## src/rtl/node_inject_queue.sv

```systemverilog
// Host-to-node injection queue: HI/LO QoS FIFOs, starvation-limited priority arbiter, one output register.
// Optional fault-drop filter enabled by defining INJ_FAULT_DROP_EN.
module node_inject_queue #(
  parameter int HP         = 3,
  parameter int VP         = 3,
  parameter int DEPTH      = 4,
  parameter int STARVE_LIM = 4,
  parameter int DATA_W     = 8
) (
  input  logic              clk,
  input  logic              rst_n,
  input  logic              host_vld,
  output logic              host_rdy,
  input  logic [1:0]        host_type,
  input  logic              host_qos,
  input  logic [5:0]        host_tgt,
  input  logic [DATA_W-1:0] host_data,
  input  logic              pg_en,
  input  logic [5:0]        pg_node,
  output logic              pkt_in_vld,
  input  logic              pkt_in_rdy,
  output logic [1:0]        pkt_in_type,
  output logic              pkt_in_qos,
  output logic [5:0]        pkt_in_src,
  output logic [5:0]        pkt_in_tgt,
  output logic [DATA_W-1:0] pkt_in_data,
  output logic [7:0]        drop_cnt
);

  localparam int AW = (DEPTH > 1) ? $clog2(DEPTH) : 1;
  localparam int EW = DATA_W + 8;
  localparam int SW = $clog2(STARVE_LIM + 1);
  localparam logic [2:0] X_ID = 3'(HP);
  localparam logic [2:0] Y_ID = 3'(VP);
  localparam logic ST_EMPTY = 1'b0;
  localparam logic ST_HOLD  = 1'b1;

  logic [EW-1:0] host_entry;
  logic [EW-1:0] head [2];
  logic [1:0]    q_empty;
  logic [1:0]    q_full;
  logic [1:0]    push;
  logic [1:0]    pop;
  logic          drop;

  logic          state_reg;
  logic [EW-1:0] out_reg;
  logic          qos_reg;
  logic [SW-1:0] starve_reg;

  logic          load;
  logic          sel_lo;
  logic          hi_ne;
  logic          lo_ne;

  assign host_entry = {host_type, host_tgt, host_data};

`ifdef INJ_FAULT_DROP_EN
  // Broadcasts are never dropped, even when addressed at the faulty node ID.
  assign drop = pg_en && (host_tgt == pg_node) && (host_type != 2'b11);

  always_ff @(posedge clk or negedge rst_n) begin
    if (!rst_n) begin
      drop_cnt <= 8'd0;
    end else if (host_vld && drop && (drop_cnt != 8'hFF)) begin
      drop_cnt <= drop_cnt + 8'd1;
    end
  end
`else
  logic unused_pg;
  assign unused_pg = ^{pg_en, pg_node};
  assign drop      = 1'b0;
  assign drop_cnt  = 8'd0;
`endif

  // A dropped packet is swallowed, so fullness must not stall it.
  assign host_rdy = drop ? 1'b1 : !q_full[host_qos];

  // Queue index 0 is LO, 1 is HI, matching the host_qos bit.
  genvar gi;
  generate
    for (gi = 0; gi < 2; gi++) begin : g_q
      logic [EW-1:0] mem [DEPTH];
      logic [AW:0]   wr_ptr;
      logic [AW:0]   rd_ptr;

      assign push[gi]    = host_vld && host_rdy && !drop && (host_qos == gi[0]);
      assign q_empty[gi] = (wr_ptr == rd_ptr);
      assign q_full[gi]  = (wr_ptr[AW-1:0] == rd_ptr[AW-1:0]) && (wr_ptr[AW] != rd_ptr[AW]);
      assign head[gi]    = mem[rd_ptr[AW-1:0]];

      always_ff @(posedge clk) begin
        if (push[gi]) begin
          mem[wr_ptr[AW-1:0]] <= host_entry;
        end
      end

      always_ff @(posedge clk or negedge rst_n) begin
        if (!rst_n) begin
          wr_ptr <= '0;
          rd_ptr <= '0;
        end else begin
          if (push[gi]) wr_ptr <= wr_ptr + 1'b1;
          if (pop[gi])  rd_ptr <= rd_ptr + 1'b1;
        end
      end
    end
  endgenerate

  assign hi_ne  = !q_empty[1];
  assign lo_ne  = !q_empty[0];
  assign load   = ((state_reg == ST_EMPTY) || pkt_in_rdy) && (hi_ne || lo_ne);
  assign sel_lo = lo_ne && (!hi_ne || (starve_reg == SW'(STARVE_LIM)));
  assign pop[0] = load && sel_lo;
  assign pop[1] = load && !sel_lo;

  always_ff @(posedge clk or negedge rst_n) begin
    if (!rst_n) begin
      starve_reg <= '0;
    end else if (!lo_ne || pop[0]) begin
      starve_reg <= '0;
    end else if (pop[1]) begin
      starve_reg <= starve_reg + 1'b1;
    end
  end

  always_ff @(posedge clk or negedge rst_n) begin
    if (!rst_n) begin
      state_reg <= ST_EMPTY;
      out_reg   <= '0;
      qos_reg   <= 1'b0;
    end else if (load) begin
      state_reg <= ST_HOLD;
      out_reg   <= sel_lo ? head[0] : head[1];
      qos_reg   <= !sel_lo;
    end else if ((state_reg == ST_HOLD) && pkt_in_rdy) begin
      state_reg <= ST_EMPTY;
    end
  end

  assign pkt_in_vld  = (state_reg == ST_HOLD);
  assign pkt_in_type = out_reg[EW-1 -: 2];
  assign pkt_in_tgt  = out_reg[DATA_W +: 6];
  assign pkt_in_data = out_reg[DATA_W-1:0];
  assign pkt_in_qos  = qos_reg;
  // Source fields are zeroed in reset along with the rest of the output register.
  assign pkt_in_src  = pkt_in_vld ? {Y_ID, X_ID} : 6'd0;

endmodule
```

## config.mk

```make
export PLATFORM = sky130hd
export DESIGN_NAME = node_inject_queue
export DESIGN_NICKNAME = d
export VERILOG_FILES = /design/src/rtl/node_inject_queue.sv
export SDC_FILE = /design/constraint.sdc
export NUM_CORES = 1
export LEC_CHECK = 0
export ABC_CLOCK_PERIOD_IN_PS = 3700
export BUFFER_PORTS_ARGS = -buffer_cell sky130_fd_sc_hd__buf_4
export CORE_UTILIZATION = 55
export CTS_CLUSTER_SIZE = 30
export DETAILED_ROUTE_END_ITERATION = 8
export GPL_TIMING_DRIVEN = 0
export PLACE_DENSITY = 0.74
export RECOVER_POWER = 50
export SYNTH_ARGS = -nofsm -noshare
export SYNTH_HDL_FRONTEND = slang
export SYNTH_SLANG_ARGS = --single-unit
```

## constraint.sdc

```tcl
create_clock -name clk -period 3.7 [get_ports clk]
set_input_delay 0.555 -clock clk [delete_from_list [all_inputs] [get_ports clk]]
set_output_delay 0.555 -clock clk [all_outputs]
set_load 0.05 [all_outputs]
```

-- Yosys cells after proc, flatten, opt, wreduce, memory -nomap -nowiden
Memories as Yosys holds them, arrays and structs flattened.
Index checks and enable logic that the tools add are counted.
- $add $sub $neg: 5
- $lt $le $gt $ge: 1
- equal/unequal tests: 7
- multiplexer cells: 12
- bitwise operators: 2
- reduce and logical (&&, ||, !) cells: 20
- operators by type and width (cell ; number):
    two-way mux 16 bit ; 1
    adder 3 x 1 -> 3 bit, second input constant ; 5
    logical AND 1 bit ; 10
    two-way mux 1 bit ; 8
    equality test 3 bit ; 2
    two-way mux 3 bit ; 2
    two-way mux 5 bit ; 1
    equality test 2 bit ; 2
    logical NOT 1 bit ; 4
    logical OR 1 bit ; 4
    nonzero test 2 bit ; 2
    equality test 3 bit, second input constant ; 1
    less-than comparator 1 x 2 -> 1 bit, second input constant ; 1
    inequality test 1 bit ; 2
    inverter 1 bit ; 2
- register bits after elaboration: 33
- RAM bits: 128
- bits of input ports: 28
- output and inout port bits: 33
- word-level logic and storage cells: 57
- memories kept: 2
- memories (name ; depth ; bits a word ; read ports ; clocked after Yosys merged registers in ; write ports ; line ; text):
    g_q[0].mem ; 4 ; 16 ; 1 ; 0 ; 1 ; 83 ; logic [EW-1:0] mem [DEPTH];
    g_q[1].mem ; 4 ; 16 ; 1 ; 0 ; 1 ; 83 ;

-- Logic depth before layout (Yosys ltp)
- word-level depth: 9
- mapped depth: 8
- gate-level depth less buffers: 6

-- Least setup slack after synthesis
No wires, ideal clock.
- kind: reg-to-output
- from: register g_q[0].rd_ptr[1]
- to: output host_rdy
- data arrival time: 1.713 ns
- required time: 3.145 ns
- setup slack: 1.432 ns
- cell stages (with the launch flop): 5
- path buffers: 1
- path through: dfrtp_1 > buf_6 > xor2_1 > nor4_1 > a41oi_1
- cells in the longest elaborated chain, start to end: 5
- ends and longest elaborated chain (what ; line ; text):
    start: declaration ; 85 ; logic [AW:0] rd_ptr;
    start signal: assignment ; 104 ; if (pop[gi]) rd_ptr <= rd_ptr + 1'b1;
    equality test 2 bit ; 89 ; assign q_full[gi] = (wr_ptr[AW-1:0] == rd_ptr[AW-1:0]) && (wr_ptr[AW] != rd_ptr[AW]);
    logical AND 1 bit ; 89 ;
    two-way mux 1 bit (implied by the code) (2 in a row) ; 77 ; assign host_rdy = drop ? 1'b1 : !q_full[host_qos];
    logical NOT 1 bit ; 77 ;
    end: declaration ; 13 ; output logic host_rdy,
Every way passes these cells. The select of a mux whose other input is x is not followed.

-- Worst setup path in the final report
- from: register g_q[1].rd_ptr[1]
- to: memory g_q[1].mem[0][6] (netlist bit) (enable)
- cells in the longest elaborated chain, start to end: 9
- ends and longest elaborated chain (what ; line ; text):
    start: declaration ; 85 ;
    start signal: assignment ; 104 ;
    equality test 2 bit ; 89 ;
    logical AND 1 bit ; 89 ;
    two-way mux 1 bit (implied by the code) (2 in a row) ; 77 ;
    logical NOT 1 bit ; 77 ;
    logical AND 1 bit (2 in a row) ; 87 ; assign push[gi] = host_vld && host_rdy && !drop && (host_qos == gi[0]);
    two-way mux 1 bit ; 93 ; if (push[gi]) begin
    two-way mux 1 bit (implied by the code) ; 94 ; mem[wr_ptr[AW-1:0]] <= host_entry;
    end: declaration ; 83 ;
Every way passes these cells. The select of a mux whose other input is x is not followed.

==> impl_metrics.ini <==
[cts]
root_buffer = clkbuf_16
cts.sink_count = 161
clkTransAtPathRegs_ns = 0.06
cts_buffer_depth = 2
cts_resized = 0
htreeDepth = 4
ctsHoldBuffers = 0
post_cts_buffers = 0
clock_latency_ns = 0.42
cts_tree = done
cts_buffers = 17

[setup_path]
crit_chain = buf_4 -> xnor2_2 -> a31oi_1 -> and2_1
cp.depth = 4
cp_top_family = simple AND/OR/NAND/NOR gates
regToRegSetupSlack_ns = 1.09
crit_start = g_q[1].rd_ptr[1]$_DFFE_PN0P_
worst_setup_path_end_kind = flip-flop
cp.arrival_ns = 2.65
cpPeakStageDelay_ns = 0.89
crit_end = g_q[1].mem[0][6]$_DFFE_PP_
r2r-end = g_q[1].mem[0][6]$_DFFE_PP_
worst-endpoint-required_ns = 3.74
path_max_fanout = 16
reg2reg_from = g_q[1].rd_ptr[1]$_DFFE_PN0P_
worstRegToRegCells = 4
path_buf_inv = 1
path_class = flip-flop to flip-flop
cp-start-kind = flip-flop
crit_slowest_cell = and2_1

[sta]
worst_slew_pin_slew_ns = 1.96
rsz0062_at_grt = false
period_needed_ns = 2.61
holdWs_ns = 0.469
hold_violations = 0
finalSetupTns_ns = 0
slew_headroom = -0.307
finalCritPeriodShare = 0.706
timing.final.ws_setup_ns = 1.09
slew_viol_final = 34
fin_skew_ns = 0.00941
fmax_ghz = 0.383
setup_viol = 0

[route]
dr.pass1.iters = 5
routedWlPerCell_um = 21.2
vias = 3521
drt-initial-drc-count = 336
antenna_left = 0
drc_errors = 0
routed_via_density = 5.82
totalWireLength_um = 12800

[logic_synthesis]
synth_edf_count = 128
synthTopCellsByCount = 128 x edfxtp_1, 36 x nand3_1, 33 x dfrtp_1
synthMuxAreaShare = 0.113
yosys.area.top_type_share = 0.569
synth_most_common_cell = edfxtp_1
synth_compound_area_frac = 0.0535
synth-xor-area-share = 0.0267
yosys.area.top_type = edfxtp_1
synth_top_family_by_area = multiplexers
synth_seq_cells = 161
ys.flop_type = edfxtp_1
ys_seq_area_frac = 0.691
synthTopCellsByArea = edfxtp_1 57%, dfrtp_1 12%, mux4_2 9.0%, nand3_1 2.7%, ha_1 2.2%
synth-simple-area-share = 0.0452
synthAdderAreaFrac = 0.0222
synth_cell_types = 41
postSynth.asyncResetShare = 0.205
ys_warn_count = 0
syn_area_um2 = 6750
syn_inst = 374
avgSynthCellArea_um2 = 18.1

[placement]
numPlacedInstances = 573
io_buffers = 43
dp_hpwl_um = 7780
detailedPlace.worstSlack_ns = 1.05
gp_congestion = 0.776
placed_cell_area_um2 = 7290

[global_route]
grt_antenna_before_repair = 0
grt_start_max_net_pins = 34
grt_pass1_vias = 3597
grtUsageTotal = 0.226
grt_pass1_wl_um = 20200
globalRouteOverflowTotal = 0

[layout]
drive_above_1_share = 0.266
largest_register_ffs = 128
instances_no_fill = 605
stdcell_area_um2 = 7780
fin_nets = 485
area_growth_pct = 15.3
num_antenna_cells = 0
final_util = 0.648

[floorplan]
num_rows = 40
ios = 61
die_h_um = 113
die_width_um = 113
die-area_um2 = 12700
initial_core_util = 0.562
coreArea_um2 = 12000

[power_and_ir_drop]
powerDensity_nw_per_um2 = 867
irDropWorstVdd_mv = 0.491
p_leak_nw = 2.82
total_power_mw = 6.75

[outcome]
status = complete, but fails checks
violations = capacitance limit, slew limit

[min_path]
hold_path.class = input pin to flip-flop

[run]
cap_violations = 1
-- power by group --
part	internal [mW]	switching, mW	leakage (nW)
clock	1.06	0.668	0.277
sequential	2.33	0.187	1.56
combinational	0.937	1.57	0.979
-- worst min-delay path by stage --
stage	depth (start not counted)	end	from
after floorplan	0	g_q[0].rd_ptr[0]$_DFFE_PN0P_	rst_n
after global placement	1	g_q[1].wr_ptr[2]$_DFFE_PN0N_	g_q[1].wr_ptr[2]$_DFFE_PN0N_
after detailed placement	1	g_q[1].wr_ptr[2]$_DFFE_PN0N_	g_q[1].wr_ptr[2]$_DFFE_PN0N_
after CTS	1	starve_reg[2]$_DFFE_PN0P_	rst_n
after global routing	1	g_q[1].mem[1][15]$_DFFE_PP_	host_type[1]
final	3	g_q[0].wr_ptr[0]$_DFFE_PN0N_	host_qos
-- cells by family (layout without fill, tap and decap cells) --
kind of cell    count (synthesis)  after routing
fa+ha+maj                      12             12
buf+inv                        55            130
xor+xnor                       18             18
other cells                     1             10
compound gates                 37             37
simple gates                   56             56
mux                            34             34
flops                         161            161
-- layout make-up --
cell class	count	area, um^2
inverters	24	90.1
repair buffers	43	218
fillers	866	4230
well taps	147	184
plain buffers	31	228
flip-flops and latches	161	4670
clock buffers	23	488
clock inverters	9	108
multi-input cells	167	1800
-- routing by layer --
metal	global-route usage	wire [um]	up-vias
met5	0	0	-
met4	0.0818	165	0
met3	0.0546	737	15
met2	0.369	6580	125
met1	0.301	5350	1813
li1	-	-	1568
-- cells in the final DEF (no fill, tap or decap), types with 3 or more instances in the layout --
cell,count
inv_1,24
xnor2_1,10
clkbuf_1,34
ha_1,12
nand2_1,4
a21oi_1,3
conb_1,10
clkbuf_8,4
o211ai_1,6
o21ai_0,6
mux4_2,27
mux4_1,5
edfxtp_1,128
clkinvlp_4,5
buf_6,6
nand3_1,36
buf_2,5
clkbuf_16,17
o211ai_2,10
buf_4,31
dfrtp_1,33
xor2_1,5
and2_1,9
-- tightest hold or removal path, stage by stage --
cell and delay [ns]:
buf_4 0.12, a311oi_4 0.06, xnor2_1 0.12
Power figures use the tool's default switching activity.
